[src/rtl/nibble_serial_adder_pkg.sv]
// Shared definitions for the nibble-serial adder: slice width, FSM encoding and
// the width of the nibble index counter.
package nibble_serial_adder_pkg;

  localparam int NIB_W = 4;

  typedef enum logic [1:0] {
    ST_IDLE = 2'b00,
    ST_BUSY = 2'b01,
    ST_DONE = 2'b10
  } state_e;

  function automatic int idx_width(input int n);
    return (n > 1) ? $clog2(n) : 1;
  endfunction

endpackage

[src/rtl/nibble_serial_adder_rca.sv]
// 4-bit ripple-carry adder slice; purely combinational, reused once per nibble.
module rca_4bit
  import nibble_serial_adder_pkg::*;
(
  input  logic [NIB_W-1:0] a_i,
  input  logic [NIB_W-1:0] b_i,
  input  logic             cin_i,
  output logic [NIB_W-1:0] s_o,
  output logic             cout_o
);

  logic [NIB_W:0] c;

  always_comb begin
    c    = '0;
    s_o  = '0;
    c[0] = cin_i;
    for (int i = 0; i < NIB_W; i++) begin
      s_o[i]   = a_i[i] ^ b_i[i] ^ c[i];
      c[i+1]   = (a_i[i] & b_i[i]) | (c[i] & (a_i[i] ^ b_i[i]));
    end
    cout_o = c[NIB_W];
  end

endmodule

[src/rtl/nibble_serial_adder.sv]
// Multi-cycle WIDTH-bit adder: one rca_4bit slice processes one nibble per clock,
// LSB first, with the carry registered between nibbles. Valid/ready on both sides.
//
//   state | meaning
//   IDLE  | waiting for operands, in_ready high
//   BUSY  | one nibble added per clock, idx_q selects the nibble
//   DONE  | result presented on sum/cout/ovf until out_ready
module nibble_serial_adder
  import nibble_serial_adder_pkg::*;
#(
  parameter int WIDTH = 16
) (
  input  logic             clk,
  input  logic             rst_n,
  input  logic             in_valid,
  output logic             in_ready,
  input  logic [WIDTH-1:0] a,
  input  logic [WIDTH-1:0] b,
  input  logic             cin,
  output logic             out_valid,
  input  logic             out_ready,
  output logic [WIDTH-1:0] sum,
  output logic             cout,
  output logic             ovf
);

  localparam int N     = WIDTH / NIB_W;
  localparam int IDX_W = idx_width(N);
  localparam logic [IDX_W-1:0] IDX_LAST = IDX_W'(N - 1);

  generate
    if ((WIDTH % NIB_W) != 0 || WIDTH < NIB_W) begin : g_width_check
      $error("nibble_serial_adder: WIDTH must be a positive multiple of 4");
    end
  endgenerate

  state_e           state_q;
  logic [IDX_W-1:0] idx_q;
  logic             carry_q;
  logic [WIDTH-1:0] a_q;
  logic [WIDTH-1:0] b_q;
  logic [WIDTH-1:0] acc_q;
  logic [WIDTH-1:0] sum_q;
  logic             cout_q;
  logic             ovf_q;
  logic             out_valid_q;

  logic [NIB_W-1:0] nib_a;
  logic [NIB_W-1:0] nib_b;
  logic [NIB_W-1:0] nib_s;
  logic             nib_cout;
  logic [WIDTH-1:0] acc_d;
  logic             ovf_d;

  always_comb begin
    nib_a = a_q[NIB_W*idx_q +: NIB_W];
    nib_b = b_q[NIB_W*idx_q +: NIB_W];
  end

  rca_4bit u_slice (
    .a_i    (nib_a),
    .b_i    (nib_b),
    .cin_i  (carry_q),
    .s_o    (nib_s),
    .cout_o (nib_cout)
  );

  // Partial sums build up in acc_q so the visible sum only changes when a result completes.
  always_comb begin
    acc_d = acc_q;
    acc_d[NIB_W*idx_q +: NIB_W] = nib_s;
    ovf_d = (a_q[WIDTH-1] == b_q[WIDTH-1]) && (nib_s[NIB_W-1] != a_q[WIDTH-1]);
  end

  always_ff @(posedge clk) begin
    if (!rst_n) begin
      state_q     <= ST_IDLE;
      idx_q       <= '0;
      carry_q     <= 1'b0;
      a_q         <= '0;
      b_q         <= '0;
      acc_q       <= '0;
      sum_q       <= '0;
      cout_q      <= 1'b0;
      ovf_q       <= 1'b0;
      out_valid_q <= 1'b0;
    end else begin
      case (state_q)
        ST_IDLE: begin
          if (in_valid) begin
            a_q     <= a;
            b_q     <= b;
            carry_q <= cin;
            idx_q   <= '0;
            acc_q   <= '0;
            state_q <= ST_BUSY;
          end
        end
        ST_BUSY: begin
          acc_q   <= acc_d;
          carry_q <= nib_cout;
          if (idx_q == IDX_LAST) begin
            idx_q       <= '0;
            sum_q       <= acc_d;
            cout_q      <= nib_cout;
            ovf_q       <= ovf_d;
            out_valid_q <= 1'b1;
            state_q     <= ST_DONE;
          end else begin
            idx_q <= idx_q + 1'b1;
          end
        end
        ST_DONE: begin
          if (out_ready) begin
            out_valid_q <= 1'b0;
            state_q     <= ST_IDLE;
          end
        end
        default: begin
          state_q     <= ST_IDLE;
          out_valid_q <= 1'b0;
        end
      endcase
    end
  end

  assign in_ready  = rst_n && (state_q == ST_IDLE);
  assign out_valid = out_valid_q;
  assign sum       = sum_q;
  assign cout      = cout_q;
  assign ovf       = ovf_q;

endmodule
[config.mk]
export PLATFORM = sky130hd
export DESIGN_NAME = nibble_serial_adder
export DESIGN_NICKNAME = d
export VERILOG_FILES = /design/src/rtl/nibble_serial_adder_pkg.sv /design/src/rtl/nibble_serial_adder_rca.sv /design/src/rtl/nibble_serial_adder.sv
export SDC_FILE = /design/constraint.sdc
export NUM_CORES = 1
export LEC_CHECK = 0
export ABC_AREA = 1
export BUFFER_PORTS_ARGS = -buffer_cell sky130_fd_sc_hd__buf_2
export CORE_MARGIN = 2
export CORE_UTILIZATION = 47
export CTS_CLUSTER_SIZE = 20
export DETAILED_ROUTE_END_ITERATION = 16
export PLACE_DENSITY = 0.77
export SYNTH_ARGS = -nofsm -noshare
export SYNTH_HDL_FRONTEND = slang
export SYNTH_SLANG_ARGS = --single-unit
export TNS_END_PERCENT = 20
[constraint.sdc]
create_clock -name clk -period 3.4 [get_ports clk]
set_input_delay 0.68 -clock clk [delete_from_list [all_inputs] [get_ports clk]]
set_output_delay 0.68 -clock clk [all_outputs]
set_load 0.05 [all_outputs]
==> run_results.csv, run 1 <==
group,metric,value,unit
timing,rsz0062_at_grt,"no",
worst_setup_path,crit_slowest_cell,"fa_1",
placed_design,portBuffers,56,
power,powerDensity,535,nW/um2
worst_setup_path,cpMostUsedCell,"fa_1",
timing,max_freq,0.322,GHz
synthesis,synth_top_family_by_area,"simple AND/OR/NAND/NOR gates",
synthesis,synth_ff_type,"dfxtp_1",
floorplanning,start_util,0.489,
synthesis,yosys-top-cells-count,"92 x nor2_1, 72 x dfxtp_1, 67 x nand2_1",
synthesis,ys_types,31,
grt,grtUsageMet3,0.0718,
route,vias,2959,
route,dr.pass1.iters,4,
synthesis,ys_top_cells_by_area,"dfxtp_1 43%, nor2_1 10%, o21ai_0 8.4%",
synthesis,synth-edff-count,0,
floorplanning,die_h,88.3,um
grt,antenna_found_initial,0,
timing,fin_worst_skew,0.00738,ns
finish,nFillCells,685,
synthesis,ys_ff_latch,72,
clock_tree,clk_pin_slew,0.07,ns
clock_tree,cts_tree,"built",
synthesis,synth-seq-area-share,0.432,
finish,seq_area,1440,um2
synthesis,yosys.area.top_type,"dfxtp_1",
clock_tree,hold_buffers,0,
clock_tree,numClockSinks,72,
synthesis,syn_inst,471,
grt,grt_pass1_vias,2781,
synthesis,synth_top_area_frac,0.432,
timing,slew_violations,0,
synthesis,synth-compound-area-share,0.196,
synthesis,synth.avg_cell_area,7.09,um2
power,power.internal,1.57,mW
worst_setup_path,path_delay_family,"adder cells",
route,drc_errors,0,
worst_setup_path,slowest_delay,0.59,ns
route,drtIter0Drc,127,
timing,finalCritPeriodShare,0.913,
power,p_leak,1.84,nW
finish,utilization,0.574,
finish,drive_above_1_share,0.164,
power,ir_drop,0.283,mV
placed_design,hpwl,5000,um
timing,worst_slew_pin_slew,0.905,ns
timing,relSlewSlack,0.396,
finish,multiInputGateArea,1530,um2
clock_tree,htreeDepth,3,
power,power_switching,528,uW
route,routedWlPerCell,11.6,um
worst_setup_path,r2r-start,"idx_q[0]$_SDFFE_PN0P_",
grt,grt_use_total,0.203,
power,clock_power_share,0.425,
floorplanning,num_rows,30,
timing,hold_viol,0,
placed_design,gp_congestion,0.885,
placed_design,dpl-instance-area,3650,um2
power,total_power,2.10,mW
route,vias_per_cell,4.77,
route,routed_wl,7200,um
synthesis,synth_nets,518,
power,swShare,0.252,
clock_tree,cts_inserted_buffers,9,
floorplanning,die_x,88.3,um
worst_setup_path,critical_path_class,"reg -> reg",
min_path,hold_class,"reg -> reg",
worst_setup_path,worst_ep_required_time,3.69,ns
timing,tns,0,ns
min_path,hold_start,"out_valid$_SDFFE_PN0P_",
finish,syn2layout_area_growth,17.5,%
worst_setup_path,r2r_slack,0.30,ns
synthesis,synthXorXnorAreaFrac,0,
worst_setup_path,critPathLaunchType,"register",
grt,grt_max_degree,40,
min_path,worst_hold_path.endpoint,"out_valid$_SDFFE_PN0P_",
worst_setup_path,cp_max_fo,14,
route,ant_nets,0,
clock_tree,max-clock-path-buffers,2,
grt,use_met2,0.326,
worst_setup_path,startpoint,"idx_q[0]$_SDFFE_PN0P_",
worst_setup_path,worstPathArrival,3.39,ns
power,power_frac_seq,0.434,
grt,grt_use_met1,0.257,
synthesis,synth-simple-area-share,0.217,
floorplanning,coreArea,6830,um2
synthesis,synth_fa_ha_area_frac,0.0465,
worst_setup_path,r2r_cells,13,
synthesis,ys_warn_count,0,
worst_setup_path,endpoint_kind,"register",
clock_tree,clk_latency,0.35,ns
min_path,hold_depth,2,
synthesis,yosysMostFrequentCell,"nor2_1",
run,drv_cap,0,
synthesis,async_flop_share,0,
power,p_comb_frac,0.141,
finish,n_antenna_cell,0,
grt,grt_pass1_wl,12400,um
finish,final_area,3920,um2
status,status,"complete, no violations",
worst_setup_path,reg2reg_to,"acc_q[7]$_SDFFE_PN0P_",
worst_setup_path,cp_num_buf_inv,4,
grt,grt-ovfl-total,0,
synthesis,synth_area,3340,um2
finish,nets,566,
clock_tree,post-cts-setup-buffer-count,0,
floorplanning,ios,57,
timing,fin_crit,3.10,ns
timing,setup-violations-final,0,
synthesis,muxShareOfSynthArea,0,
floorplanning,dieArea,7790,um2
clock_tree,root_buffer,"clkbuf_8",
worst_setup_path,crit_chain,"clkinvlp_4, buf_4, o21ai_0, o22ai_1, fa_1, inv_1, fa_1, inv_1, fa_1, nand3_1, o21bai_1, nand2_1, a21oi_1",
grt,grt_busiest_layer,"met2",
==> registers in the layout (all words and copies together) (netlist names) <==
| signal | cells |
|---|---|
| out_valid | 1 |
| sum | 16 |
| carry_q | 1 |
| a_q | 16 |
| idx_q | 2 |
| b_q | 16 |
| state_q | 2 |
| acc_q | 16 |
| ovf | 1 |
| cout | 1 |
==> placed cells by master, fill, tap and decap left out, types with 2 or more instances in the layout <==
| cell type | synthesis | routed |
|---|---|---|
| o21ai_1 | 9 | 9 |
| o21ai_0 | 56 | 56 |
| o22ai_1 | 4 | 4 |
| bufinv_16 | 0 | 4 |
| inv_1 | 60 | 59 |
| clkinv_2 | 0 | 2 |
| clkbuf_8 | 0 | 10 |
| fa_1 | 4 | 4 |
| buf_2 | 9 | 56 |
| o21bai_1 | 6 | 6 |
| buf_4 | 2 | 4 |
| nand2_1 | 67 | 67 |
| o22a_1 | 4 | 4 |
| o21a_1 | 3 | 3 |
| nand3_1 | 16 | 16 |
| nor2_1 | 92 | 92 |
| a21oi_1 | 36 | 36 |
| dfxtp_1 | 72 | 71 |
| inv_2 | 1 | 2 |
| ha_1 | 6 | 6 |
==> how the worst max path moves through the flow <==
stage	to	slack, ns	cells past startpoint
2_1_floorplan	sum[15]$_SDFFE_PN0P_	0.45	15
3_3_place_gp	acc_q[7]$_SDFFE_PN0P_	0.26	14
3_5_place_dp	acc_q[7]$_SDFFE_PN0P_	0.12	13
4_1_cts	acc_q[7]$_SDFFE_PN0P_	0.10	13
5_1_grt	acc_q[15]$_SDFFE_PN0P_	0.03	14
6_report	acc_q[7]$_SDFFE_PN0P_	0.30	13
==> metal layers <==
layer  wire [um]  share of wire
met5           0              0
met3         376          0.052
met2        3290           0.46
met4          91          0.013
met1        3440           0.48
==> cell type report <==
cell class	count	area share
multi-input cells	312	0.391
flip-flops and latches	72	0.368
repair buffers	60	0.0791
inverters	64	0.0629
clock buffers	10	0.0351
clock inverters	6	0.0332
well taps	96	0.0306
==> power groups by stage <==
stage / clock, mW / combinational [mW] / sequential (mW)
finish: 0.891 / 0.297 / 0.911
global route: 0.952 / 0.341 / 0.916
CTS: 0.911 / 0.297 / 0.910
detailed placement: 0 / 0.297 / 0.930
global placement: 0 / 0.292 / 0.929
floorplan: 0 / 0.221 / 0.920
==> repair_timing <==
item / in CTS / in global routing
endpoints found under the hold margin: 0 / 0
endpoints found under the setup margin: 0 / 9
resized for setup: 0 / 3
==> kinds of logic (layout without fill, tap and decap cells) <==
group	Yosys count	count (layout)
simple gates	181	181
flops	72	72
fa+ha+maj	10	10
buf+inv	87	140
compound gates	121	121
==> per-stage QoR <==
step	hold WS (ns)	setup WS [ns]	std cells
2_1_floorplan	0.441	0.452	471
3_3_place_gp	0.433	0.257	604
4_1_cts	0.460	0.105	620
5_1_grt	0.488	0.0344	620
6_report	0.453	0.296	620
3_5_place_dp	0.449	0.123	604
==> worst register-to-register path: cells and delay by family (launching register included) <==
| family | cells | cell delay (ns) |
|---|---|---|
| AND/OR/NAND/NOR | 2 | 0.20 |
| buffers and inverters | 4 | 0.57 |
| AO/OA/AOI/OAI | 4 | 0.62 |
| adder cells (fa/ha/maj) | 3 | 1.16 |
| flip-flops | 1 | 0.48 |
Note: power is estimated with default switching activity, not from simulation.
==> run 2: changes to the inputs <==
- MAX_ROUTING_LAYER: unset -> met4
==> run 2 against run 1 <==
Effect of this change: first-iteration DRC count up 50%; sequential cell count unchanged; register-to-register slack worse by 0.04 ns; clock skew down 0.00088 ns; worst setup slack worse by 0.038 ns; critical path depth up 1; critical path type unchanged.
==> run_results.csv, run 2 (synthesized netlist as in run 1, its figures left out) <==
group,metric,value,unit
status,status,"complete, no violations",
power,total_power,2.02,mW
timing,rsz0062_at_grt,"no",
worst_setup_path,r2r-start,"idx_q[0]$_SDFFE_PN0P_",
route,vias_per_cell,4.84,
finish,final_cell_mix,"92 x nor2_1, 71 x dfxtp_1, 67 x nand2_1, 59 x inv_1",
floorplanning,start_util,0.489,
finish,drive_above_1_share,0.163,
grt,grt_max_degree,40,
clock_tree,clk_latency,0.34,ns
floorplanning,die_h,88.3,um
worst_setup_path,crit_chain,"clkinvlp_4, o21ai_0, o22a_1, fa_1, inv_1, fa_1, inv_1, fa_1, inv_1, fa_1, nand3_1, o21bai_1, nand2_1, a21oi_1",
timing,fin_crit,3.14,ns
clock_tree,clk_pin_slew,0.08,ns
timing,tns,0,ns
worst_setup_path,r2r_cells,14,
placed_design,gp_congestion,0.917,
min_path,worst_hold_path.endpoint,"out_valid$_SDFFE_PN0P_",
clock_tree,cts_inserted_buffers,9,
finish,seq_area,1440,um2
timing,finalCritPeriodShare,0.924,
worst_setup_path,crit_slowest_cell,"fa_1",
route,drc_errors,0,
worst_setup_path,endpoint_kind,"register",
worst_setup_path,critical_path_class,"reg -> reg",
worst_setup_path,cp_max_fo,14,
grt,grt-ovfl-total,0,
finish,nFillCells,679,
finish,multiInputGateArea,1530,um2
timing,hold_viol,0,
worst_setup_path,cpMostUsedCell,"fa_1",
worst_setup_path,worstPathArrival,3.41,ns
worst_setup_path,worst_ep_required_time,3.67,ns
finish,final_common_cell,"nor2_1",
worst_setup_path,r2r_slack,0.26,ns
timing,relSlewSlack,0.414,
floorplanning,die_x,88.3,um
finish,nets,566,
finish,n_antenna_cell,0,
grt,grt_pass1_vias,2901,
min_path,hold_depth,2,
placed_design,portBuffers,56,
min_path,hold_start,"out_valid$_SDFFE_PN0P_",
clock_tree,max-clock-path-buffers,2,
power,ir_drop,0.320,mV
clock_tree,post-cts-setup-buffer-count,0,
route,drtIter0Drc,191,
floorplanning,dieArea,7790,um2
timing,max_freq,0.318,GHz
route,vias,2996,
timing,setup-violations-final,0,
worst_setup_path,reg2reg_to,"acc_q[7]$_SDFFE_PN0P_",
floorplanning,coreArea,6830,um2
route,ant_nets,0,
min_path,hold_class,"reg -> reg",
clock_tree,numClockSinks,72,
timing,fin_worst_skew,0.00650,ns
clock_tree,htreeDepth,3,
clock_tree,root_buffer,"clkbuf_8",
placed_design,hpwl,5120,um
route,dr.pass1.iters,4,
worst_setup_path,critPathLaunchType,"register",
floorplanning,num_rows,30,
timing,slew_violations,0,
grt,grt_use_total,0.213,
timing,worst_slew_pin_slew,0.878,ns
power,p_leak,1.82,nW
clock_tree,cts_tree,"built",
floorplanning,ios,57,
finish,syn2layout_area_growth,16.7,%
grt,grt_pass1_wl,12700,um
run,drv_cap,0,
power,powerDensity,519,nW/um2
route,routedWlPerCell,11.7,um
route,routed_wl,7250,um
worst_setup_path,slowest_delay,0.59,ns
grt,antenna_found_initial,0,
-- run 2: power by group --
part	switching [mW]	internal, mW	total (mW)
clock	0.312	0.503	0.815
sequential	0.0277	0.883	0.911
combinational	0.188	0.109	0.297
total	0.527	1.50	2.02
-- run 2: what timing repair did --
action,in CTS,in global routing
hold endpoints to repair,0,0
gates resized for setup,0,3
hold buffers,0,0
setup endpoints to repair,0,13
-- run 2: worst max-delay path: cells and delay by family, from the launching register on --
kind,cells,cell delay (ns)
buf+inv,4,0.40
simple gates,2,0.19
compound gates,4,0.72
fa+ha+maj,4,1.28
flops,1,0.48
-- run 2: stage by stage --
| step | setup WS (ns) | utilization | cell area (um2) | hold slack, ns | cells |
|---|---|---|---|---|---|
| after global placement | 0.254 | 0.534 | 3650 | 0.433 | 604 |
| after CTS | 0.0620 | 0.570 | 3890 | 0.452 | 619 |
| after detailed placement | 0.0511 | 0.534 | 3650 | 0.441 | 604 |
| after global routing | 0.0529 | 0.570 | 3900 | 0.481 | 619 |
| final | 0.258 | 0.570 | 3900 | 0.449 | 619 |
| after floorplan | 0.452 | - | 3340 | 0.441 | 471 |
-- run 2: layer usage --
| layer | share of wire | vias to the layer above | GRT usage |
|---|---|---|---|
| li1 | - | 1585 | - |
| met2 | 0.47 | 82 | 0.343 |
| met3 | 0.046 | 8 | 0.0569 |
| met4 | 0.012 | 0 | 0.0647 |
| met1 | 0.47 | 1321 | 0.264 |
| met5 | 0 | - | - |
-- run 2: worst max-delay path by stage --
stage | start | to | cells past startpoint
after floorplan | idx_q[0]$_SDFFE_PN0P_ | sum[15]$_SDFFE_PN0P_ | 15
after global placement | idx_q[0]$_SDFFE_PN0P_ | acc_q[7]$_SDFFE_PN0P_ | 14
after detailed placement | idx_q[0]$_SDFFE_PN0P_ | acc_q[7]$_SDFFE_PN0P_ | 14
after CTS | idx_q[0]$_SDFFE_PN0P_ | acc_q[7]$_SDFFE_PN0P_ | 14
after global routing | idx_q[0]$_SDFFE_PN0P_ | acc_q[15]$_SDFFE_PN0P_ | 14
final | idx_q[0]$_SDFFE_PN0P_ | acc_q[7]$_SDFFE_PN0P_ | 14
-- run 2: final cells by class --
class	instances	share of cell area
clock inverters	5	0.0270
clock buffers	10	0.0353
multi-input cells	312	0.394
repair buffers	60	0.0796
flip-flops and latches	72	0.370
well taps	96	0.0308
inverters	64	0.0633
==> run 3: changes to the inputs <==
- SETUP_SLACK_MARGIN: unset -> 0.3
==> run 3 against run 2 <==
Effect of this change: clock power about the same; critical path type unchanged; clock skew barely moved; critical path depth is the same; via count shrank 0.20%; sequential cell count stayed put; register-to-register slack improved by 0.22 ns; cell count did not move; critical endpoint unchanged; sequential power hardly changed; worst setup slack better by 0.22 ns; core utilization up 0.091 points; global-route usage is the same; non-clock buffer count is the same.
==> run_results.csv, run 3 (synthesized netlist as in run 1, its figures left out) <==
group,metric,value,unit
clock_tree,cts_inserted_buffers,9,
grt,antenna_found_initial,0,
power,power_frac_seq,0.449,
route,routed_wl,7270,um
finish,syn2layout_area_growth,16.9,%
floorplanning,coreArea,6830,um2
worst_setup_path,reg2reg_to,"acc_q[7]$_SDFFE_PN0P_",
timing,max_freq,0.343,GHz
power,swShare,0.261,
min_path,hold_start,"out_valid$_SDFFE_PN0P_",
finish,n_antenna_cell,0,
worst_setup_path,crit_chain,"clkinv_2, o21ai_1, o22a_1, fa_1, inv_1, fa_1, inv_1, fa_1, inv_1, fa_2, nand3_1, o21bai_1, nand2_1, a21oi_1",
placed_design,dp_cells,604,
floorplanning,dieArea,7790,um2
grt,grt_use_total,0.213,
power,powerDensity,519,nW/um2
placed_design,dpl-instance-area,3650,um2
grt,grt_max_degree,40,
floorplanning,start_util,0.489,
finish,final_cell_mix,"92 x nor2_1, 70 x dfxtp_1, 67 x nand2_1, 59 x inv_1, 56 x buf_2",
run,drv_cap,0,
route,dr.pass1.iters,4,
timing,relSlewSlack,0.423,
grt,grt-ovfl-total,0,
timing,worst_slew_pin_slew,0.864,ns
placed_design,portBuffers,56,
timing,setup_ws,0.481,ns
finish,final_common_cell,"nor2_1",
placed_design,gp_congestion,0.917,
worst_setup_path,cp_num_buf_inv,4,
worst_setup_path,r2r_slack,0.48,ns
min_path,hold_class,"reg -> reg",
timing,fin_crit,2.92,ns
timing,rsz0062_at_grt,"no",
power,total_power,2.03,mW
power,power_switching,529,uW
route,vias,2990,
timing,tns,0,ns
floorplanning,die_h,88.3,um
worst_setup_path,critPathLaunchType,"register",
worst_setup_path,endpoint_kind,"register",
clock_tree,post-cts-setup-buffer-count,0,
worst_setup_path,critical_path_class,"reg -> reg",
route,ant_nets,0,
clock_tree,htreeDepth,3,
route,drc_errors,0,
clock_tree,hold_buffers,0,
route,drtIter0Drc,164,
worst_setup_path,worst_ep_required_time,3.67,ns
power,p_comb_frac,0.148,
worst_setup_path,path_delay_family,"adder cells",
clock_tree,max-clock-path-buffers,2,
clock_tree,cts_tree,"built",
finish,final_area,3900,um2
power,p_leak,1.82,nW
clock_tree,numClockSinks,72,
route,vias_per_cell,4.83,
timing,finalCritPeriodShare,0.859,
worst_setup_path,r2r-start,"idx_q[0]$_SDFFE_PN0P_",
grt,grt_pass1_wl,12700,um
worst_setup_path,startpoint,"idx_q[0]$_SDFFE_PN0P_",
clock_tree,clk_latency,0.34,ns
route,routedWlPerCell,11.7,um
clock_tree,root_buffer,"clkbuf_8",
worst_setup_path,worstPathArrival,3.19,ns
min_path,worst_hold_path.endpoint,"out_valid$_SDFFE_PN0P_",
worst_setup_path,cp_max_fo,14,
power,power.internal,1.50,mW
worst_setup_path,r2r_cells,14,
timing,fin_worst_skew,0.00676,ns
grt,grt_pass1_vias,2901,
finish,drive_above_1_share,0.166,
finish,fin_cells,619,
worst_setup_path,worstSetupPathDepth,14,
min_path,hold_depth,2,
finish,nets,566,
placed_design,hpwl,5120,um
timing,setup-violations-final,0,
power,clock_power_share,0.402,
worst_setup_path,crit_slowest_cell,"fa_2",
clock_tree,clk_pin_slew,0.08,ns
timing,hold_viol,0,
status,status,"complete, no violations",
worst_setup_path,slowest_delay,0.58,ns
floorplanning,ios,57,
floorplanning,die_x,88.3,um
floorplanning,num_rows,30,
timing,slew_violations,0,
placed_design,dp_slack,0.0511,ns
power,ir_drop,0.319,mV
==> run 3: final cells by class <==
class / instances / area, um2
Clock inverter: 5 / 105
Fill cell: 675 / 2930
Clock buffer: 10 / 138
Tap cell: 96 / 120
Multi-Input combinational cell: 312 / 1540
Timing Repair Buffer: 60 / 310
Sequential cell: 72 / 1450
Inverter: 64 / 246
==> run 3: repair_timing <==
item,in CTS,in global routing
endpoints found under the setup margin,11,12
endpoints found under the hold margin,0,0
resized for setup,2,7
==> run 3: worst max path at each step <==
stage | end | slack (ns)
after floorplan | sum[15]$_SDFFE_PN0P_ | 0.45
after global placement | acc_q[7]$_SDFFE_PN0P_ | 0.25
after detailed placement | acc_q[7]$_SDFFE_PN0P_ | 0.05
after CTS | sum[11]$_SDFFE_PN0P_ | 0.26
after global routing | acc_q[15]$_SDFFE_PN0P_ | 0.31
final | acc_q[7]$_SDFFE_PN0P_ | 0.48
==> run 3: metal layers <==
metal | up-vias | track usage | wire length [um]
met2 | 79 | 0.343 | 3450
met5 | - | - | 0
met3 | 8 | 0.0569 | 357
met4 | 0 | 0.0647 | 95
met1 | 1318 | 0.264 | 3360
li1 | 1585 | - | -
==> run 3: metrics by stage <==
stage          hold WS (ns)   util
6_report              0.449  0.571
5_1_grt               0.481  0.571
4_1_cts               0.452  0.570
3_5_place_dp          0.441  0.534
3_3_place_gp          0.433  0.534
2_1_floorplan         0.441      -
==> run 3: power groups by stage <==
stage | sequential, mW | clock (mW) | combinational (mW)
floorplan | 0.920 | 0 | 0.221
global placement | 0.929 | 0 | 0.292
detailed placement | 0.929 | 0 | 0.298
CTS | 0.910 | 0.825 | 0.300
global route | 0.916 | 0.864 | 0.344
finish | 0.911 | 0.816 | 0.300
==> run 3: tightest hold or removal path, stage by stage, from the launching register on <==
cell     delay (ns)
dfxtp_1        0.31
inv_1          0.05
a21oi_1        0.05
